## config.mk

```make
export PLATFORM = sky130hd
export DESIGN_NAME = iq_window_correlator
export DESIGN_NICKNAME = d
export VERILOG_FILES = /design/src/rtl/iq_demod_pkg.sv /design/src/rtl/corr_lane_sum.sv /design/src/rtl/iq_window_correlator.sv
export SDC_FILE = /design/constraint.sdc
export NUM_CORES = 1
export LEC_CHECK = 0
export ABC_AREA = 1
export CORE_ASPECT_RATIO = 2
export CORE_MARGIN = 1.5
export CORE_UTILIZATION = 50
export DETAILED_ROUTE_END_ITERATION = 10
export PLACE_DENSITY = 0.78
export SLEW_MARGIN = 20
export SYNTH_ARGS = -nofsm -noshare
export SYNTH_HDL_FRONTEND = slang
export SYNTH_SLANG_ARGS = --single-unit
```

## constraint.sdc

```tcl
create_clock -name clk -period 5.6 [get_ports clk]
set_input_delay 1.12 -clock clk [delete_from_list [all_inputs] [get_ports clk]]
set_output_delay 1.12 -clock clk [all_outputs]
set_load 0.03 [all_outputs]
```

## src/rtl/iq_demod_pkg.sv

```systemverilog
// Shared constants, types and arithmetic helpers for the IQ demodulator
// window correlator.
package iq_demod_pkg;

    localparam int TAPS   = 20;
    localparam int LANES  = 4;
    localparam int SW     = 5;
    localparam int CW     = 10;
    localparam int STEPS  = TAPS / LANES;
    localparam int STEP_W = $clog2(STEPS);

    localparam logic [CW-1:0] THRESH_DEFAULT = 10'd200;

    typedef logic signed [SW-1:0] sample_t;
    typedef logic signed [CW-1:0] corr_t;
    typedef logic [STEP_W-1:0]    step_t;

    typedef enum logic {
        IDLE = 1'b0,
        ACC  = 1'b1
    } corr_state_t;

    function automatic corr_t sign_extend(input sample_t s);
        return {{(CW-SW){s[SW-1]}}, s};
    endfunction

    // One extra bit so the most negative correlation still has a representable magnitude.
    function automatic logic [CW:0] magnitude(input corr_t v);
        logic [CW:0] ext;
        ext = {v[CW-1], v};
        if (ext[CW]) begin
            return ~ext + {{CW{1'b0}}, 1'b1};
        end else begin
            return ext;
        end
    endfunction

endpackage

```

## src/rtl/corr_lane_sum.sv

```systemverilog
// Combinational sum of LANES taps, each weighted +1 (chip bit 1) or -1 (chip bit 0).
module corr_lane_sum
    import iq_demod_pkg::*;
(
    input  logic [LANES-1:0][SW-1:0] taps,
    input  logic [LANES-1:0]         weights,
    output corr_t                    sum
);

    // Signed add/subtract of every lane into one corr_t result.
    always_comb begin
        sum = '0;
        for (int k = 0; k < LANES; k++) begin
            if (weights[k]) begin
                sum = sum + sign_extend(taps[k]);
            end else begin
                sum = sum - sign_extend(taps[k]);
            end
        end
    end

endmodule

```

## src/rtl/iq_window_correlator.sv

```systemverilog
// Serial +/-1 window correlator: snapshots TAPS samples and a chip pattern,
// accumulates LANES taps per clock and reports the sum with a threshold flag.
module iq_window_correlator
    import iq_demod_pkg::*;
#(
    parameter logic [CW-1:0] THRESH = THRESH_DEFAULT
) (
    input  logic                     clk,
    input  logic                     reset,
    input  logic                     start_i,
    input  logic [TAPS-1:0][SW-1:0]  taps_i,
    input  logic [TAPS-1:0]          pattern_i,
    output corr_t                    corr_o,
    output logic                     corr_valid_o,
    output logic                     peak_o,
    output logic                     busy_o,
    output logic                     overrun_o
);

    localparam step_t LAST_STEP = step_t'(STEPS - 1);

    corr_state_t state_r, state_next;
    step_t       step_r, step_next;
    corr_t       acc_r, acc_next;

    // Snapshot reshaped so each step selects one LANES-wide slice directly.
    logic [STEPS-1:0][LANES-1:0][SW-1:0] taps_r;
    logic [STEPS-1:0][LANES-1:0]         pattern_r;

    corr_t lane_sum_s;
    corr_t final_s;
    logic  load_s;
    logic  done_s;
    logic  reject_s;

    corr_lane_sum u_lane_sum (
        .taps    (taps_r[step_r]),
        .weights (pattern_r[step_r]),
        .sum     (lane_sum_s)
    );

    assign final_s = acc_r + lane_sum_s;

    // Next-state, accumulator and control strobes for the IDLE/ACC sequencer.
    always_comb begin
        state_next = state_r;
        step_next  = step_r;
        acc_next   = acc_r;
        load_s     = 1'b0;
        done_s     = 1'b0;
        reject_s   = 1'b0;
        case (state_r)
            IDLE: begin
                if (start_i) begin
                    load_s     = 1'b1;
                    acc_next   = '0;
                    step_next  = '0;
                    state_next = ACC;
                end else begin
                    state_next = IDLE;
                end
            end
            ACC: begin
                if (step_r == LAST_STEP) begin
                    done_s    = 1'b1;
                    acc_next  = '0;
                    step_next = '0;
                    // A start on the final step chains the next window with no bubble.
                    if (start_i) begin
                        load_s     = 1'b1;
                        state_next = ACC;
                    end else begin
                        state_next = IDLE;
                    end
                end else begin
                    acc_next  = final_s;
                    step_next = step_r + step_t'(1);
                    reject_s  = start_i;
                end
            end
            default: begin
                state_next = IDLE;
                step_next  = '0;
                acc_next   = '0;
            end
        endcase
    end

    // State, snapshot and registered outputs.
    always_ff @(posedge clk or posedge reset) begin
        if (reset) begin
            state_r      <= IDLE;
            step_r       <= '0;
            acc_r        <= '0;
            taps_r       <= '0;
            pattern_r    <= '0;
            corr_o       <= '0;
            corr_valid_o <= 1'b0;
            peak_o       <= 1'b0;
            busy_o       <= 1'b0;
            overrun_o    <= 1'b0;
        end else begin
            state_r      <= state_next;
            step_r       <= step_next;
            acc_r        <= acc_next;
            busy_o       <= (state_next == ACC);
            corr_valid_o <= done_s;
            peak_o       <= done_s && (magnitude(final_s) >= {1'b0, THRESH});
            if (load_s) begin
                taps_r    <= taps_i;
                pattern_r <= pattern_i;
            end
            if (done_s) begin
                corr_o <= final_s;
            end
            if (reject_s) begin
                overrun_o <= 1'b1;
            end
        end
    end

endmodule

```

==> results.yml, run 1 <==
grt:
  grt_max_degree: 84
  grt_pass1_vias: 8395
  grt_use_total: 0.2675
  grt_pass1_wl_um: 38960
  grt_overflow: 0
  grt_antenna_before_repair: 1
yosys:
  synth.avg_cell_area_um2: 8.893
  synth.largest_area_cell: "dfrtp_1"
  syn_area_um2: 8813
  syn_inst: 991
  post-synth-top-count-cell: "nand2_1"
  synth.net_count: 1163
  synthDistinctLibCells: 41
  synth-edff-count: 0
  yosys-top-cells-area: "dfrtp_1 (42%), mux2_2 (13%), nand2_1 (8.7%), ha_1 (6.4%), nand3_1 (5.0%)"
  ys_ff_latch: 147
  yosysTopAreaCellShare: 0.4174
  async_flop_share: 1.000
  ys.flop_type: "dfrtp_1"
  synth_common_cells: "nand2_1 (205), dfrtp_1 (147), mux2_2 (103), inv_1 (99), nand3_1 (88)"
  ys_seq_area_frac: 0.4174
  ys_warn_count: 0
routing:
  drtIter0Drc: 498
  via_count: 8015
  drc_errors: 0
  drt_first_pass_iters: 5
  antenna_left: 0
  wl_per_cell_um: 17.08
  routed_wl_um: 25240
  viasPerCell: 5.423
hold_path:
  hp-class: "flop to flop"
timing:
  finalHoldViolCount: 0
  worst_pin_slew_ns: 0.9731
  finClkSkew_ns: 0.01079
  layout_setup_ws_ns: -0.4701
  slew_violations: 0
  period_share: 1.084
  min_period_ns: 6.070
  finalSetupViolCount: 4
  fmax_mhz: 164.7
  slew_headroom: 0.3513
  rsz0062_at_grt: "true"
worst_setup_path:
  cpMostUsedCell: "nand2_2"
  required_ns: 5.90
  r2r-end: "peak_o"
  cp-end-kind: "flop"
  worstPathMaxFanout: 8
  cp_slowest_cell: "dfrtp_2"
  r2r_slack_ns: -0.47
  r2r_cells: 45
  critPathKind: "flop to flop"
  arrival_ns: 6.37
  startpoint: "step_r[0]"
  worstSetupStartpointType: "flop"
  endpoint: "peak_o"
  r2r_start: "step_r[0]"
  crit_path_max_incr_delay_ns: 0.47
place:
  dpl.hpwl_um: 18330
  portBuffers: 136
  routabilityCongestion: 0.8823
finish:
  drive_gt1_frac: 0.3339
  syn_to_final_growth_pct: 42.49
  final_nets: 1426
  final_util: 0.7271
floorplanning:
  die_h_um: 190.8
  dieWidth_um: 96.88
  ios: 137
  core_um2: 17270
  start_util: 0.5103
  fp.dieArea_um2: 18480
  rows: 68
clocking:
  cts_buffers: 17
  root_buffer: "clkbuf_16"
  path_clk_slew_ns: 0.06
  cts.sinks: 147
  clk_latency_ns: 0.43
  cts_hold_buf: 0
  clockBufferDepth: 2
  cts_tree: "built"
  htreeDepth: 4
run_status:
  outcome: "complete, but fails checks"
  failed_checks: "negative setup slack"
flow_run:
  cap_violations: 0
==> placed cells by master, fill, tap and decap left out, types with 4 or more instances in the layout <==
cell and count:
clkbuf_16 17, buf_6 7, nand3_1 79, clkinvlp_4 4, nor2_1 43, inv_1 91
a21oi_2 17, xor2_1 18, inv_6 5, nand3_2 15, nand4_1 5, nand2_2 19
nand2_1 191, clkdlybuf4s50_1 136, nand2_4 5, o21ai_0 22, inv_2 19, dfrtp_1 146
ha_1 29, xnor2_2 4, nor2_2 6, mux2_2 103, o21ai_4 5, ha_4 16
buf_4 134, o21ai_2 15, xnor2_1 14, o21ai_1 11, a21oi_1 42
==> worst max-delay path: cells and delay by family, from the launching register on <==
family	cells	cell delay, ns
AO/OA/AOI/OAI	9	1.25
adder cells (fa/ha/maj)	4	1.10
AND/OR/NAND/NOR	18	1.55
XOR/XNOR	3	0.46
buffers and inverters	11	1.08
flip-flops	1	0.47
==> worst min path at each step <==
stage,from,to,slack [ns],cells past startpoint
after floorplan,acc_r[0],acc_r[0],0.46,2
after global placement,overrun_o,overrun_o,0.46,1
after detailed placement,overrun_o,overrun_o,0.46,1
after CTS,overrun_o,overrun_o,0.48,1
after global routing,overrun_o,overrun_o,0.51,1
final,corr_o[7],corr_o[7],0.48,2
==> metrics by stage <==
stage          instance area, um^2  instances  setup WS (ns)  hold WS [ns]  TNS [ns]
6_report                     12560       1478        -0.4701        0.4823    -1.164
5_1_grt                      12560       1478        -0.9982        0.5073    -4.108
4_1_cts                      12200       1462        -0.2683        0.4789   -0.5982
3_5_place_dp                 11300       1418        -0.4608        0.4612    -1.207
3_3_place_gp                 11300       1418        -0.3128        0.4598   -0.6923
2_1_floorplan                 8946        991        -0.2160        0.4594   -0.2160
==> registers in the layout, summed over array words and instances (netlist names) <==
signal        flops
peak_o            1
corr_o           10
corr_valid_o      1
state_r           1
acc_r            10
pattern_r        20
taps_r          100
step_r            3
overrun_o         1
==> metal layers <==
metal | vias up | wire, um | share of wire | GRT usage
met1 | 3850 | 8610 | 0.34 | 0.2480
met2 | 262 | 14120 | 0.56 | 0.5215
met5 | - | 0 | 0 | 0
li1 | 3793 | - | - | -
met4 | 0 | 1747 | 0.069 | 0.1867
met3 | 110 | 763 | 0.030 | 0.03996
==> cell type report <==
type / count / area [um^2]
Timing Repair Buffer: 280 / 2496
Antenna cell: 1 / 2.502
Fill cell: 1127 / 4713
Sequential cell: 147 / 3680
Inverter: 113 / 434.2
Clock buffer: 20 / 456.7
Tap cell: 210 / 262.8
Clock inverter: 12 / 120.1
Multi-Input combinational cell: 695 / 5106
==> kinds of logic after synthesis <==
family / share of synthesized area
xor gates and xnor gates: 0.03975
DFF: 0.4174
and+or+nand+nor: 0.1881
buffers and inverters: 0.06743
adders and majority gates: 0.07297
muxes: 0.1327
AOI/OAI and AO/OA: 0.08163
==> timing repair <==
action                                 in CTS  in global routing
endpoints found under the hold margin       0                  0
setup endpoints to repair                   5                 11
resized for setup                          47                 54
setup buffers                              12                 19
pin swaps                                  48                 46
Power of run 1 is left out: the tool's default activity adds up to more than one toggle a clock period on the data nets, which glitch-free logic cannot reach.
==> run 2, diff against run 1 <==
- CTS_CLUSTER_DIAMETER: default -> 120
==> results of run 2 <==
No change in the layout: final DEF, timing and power equal those of run 1.
Power of run 2 is left out for the same reason.
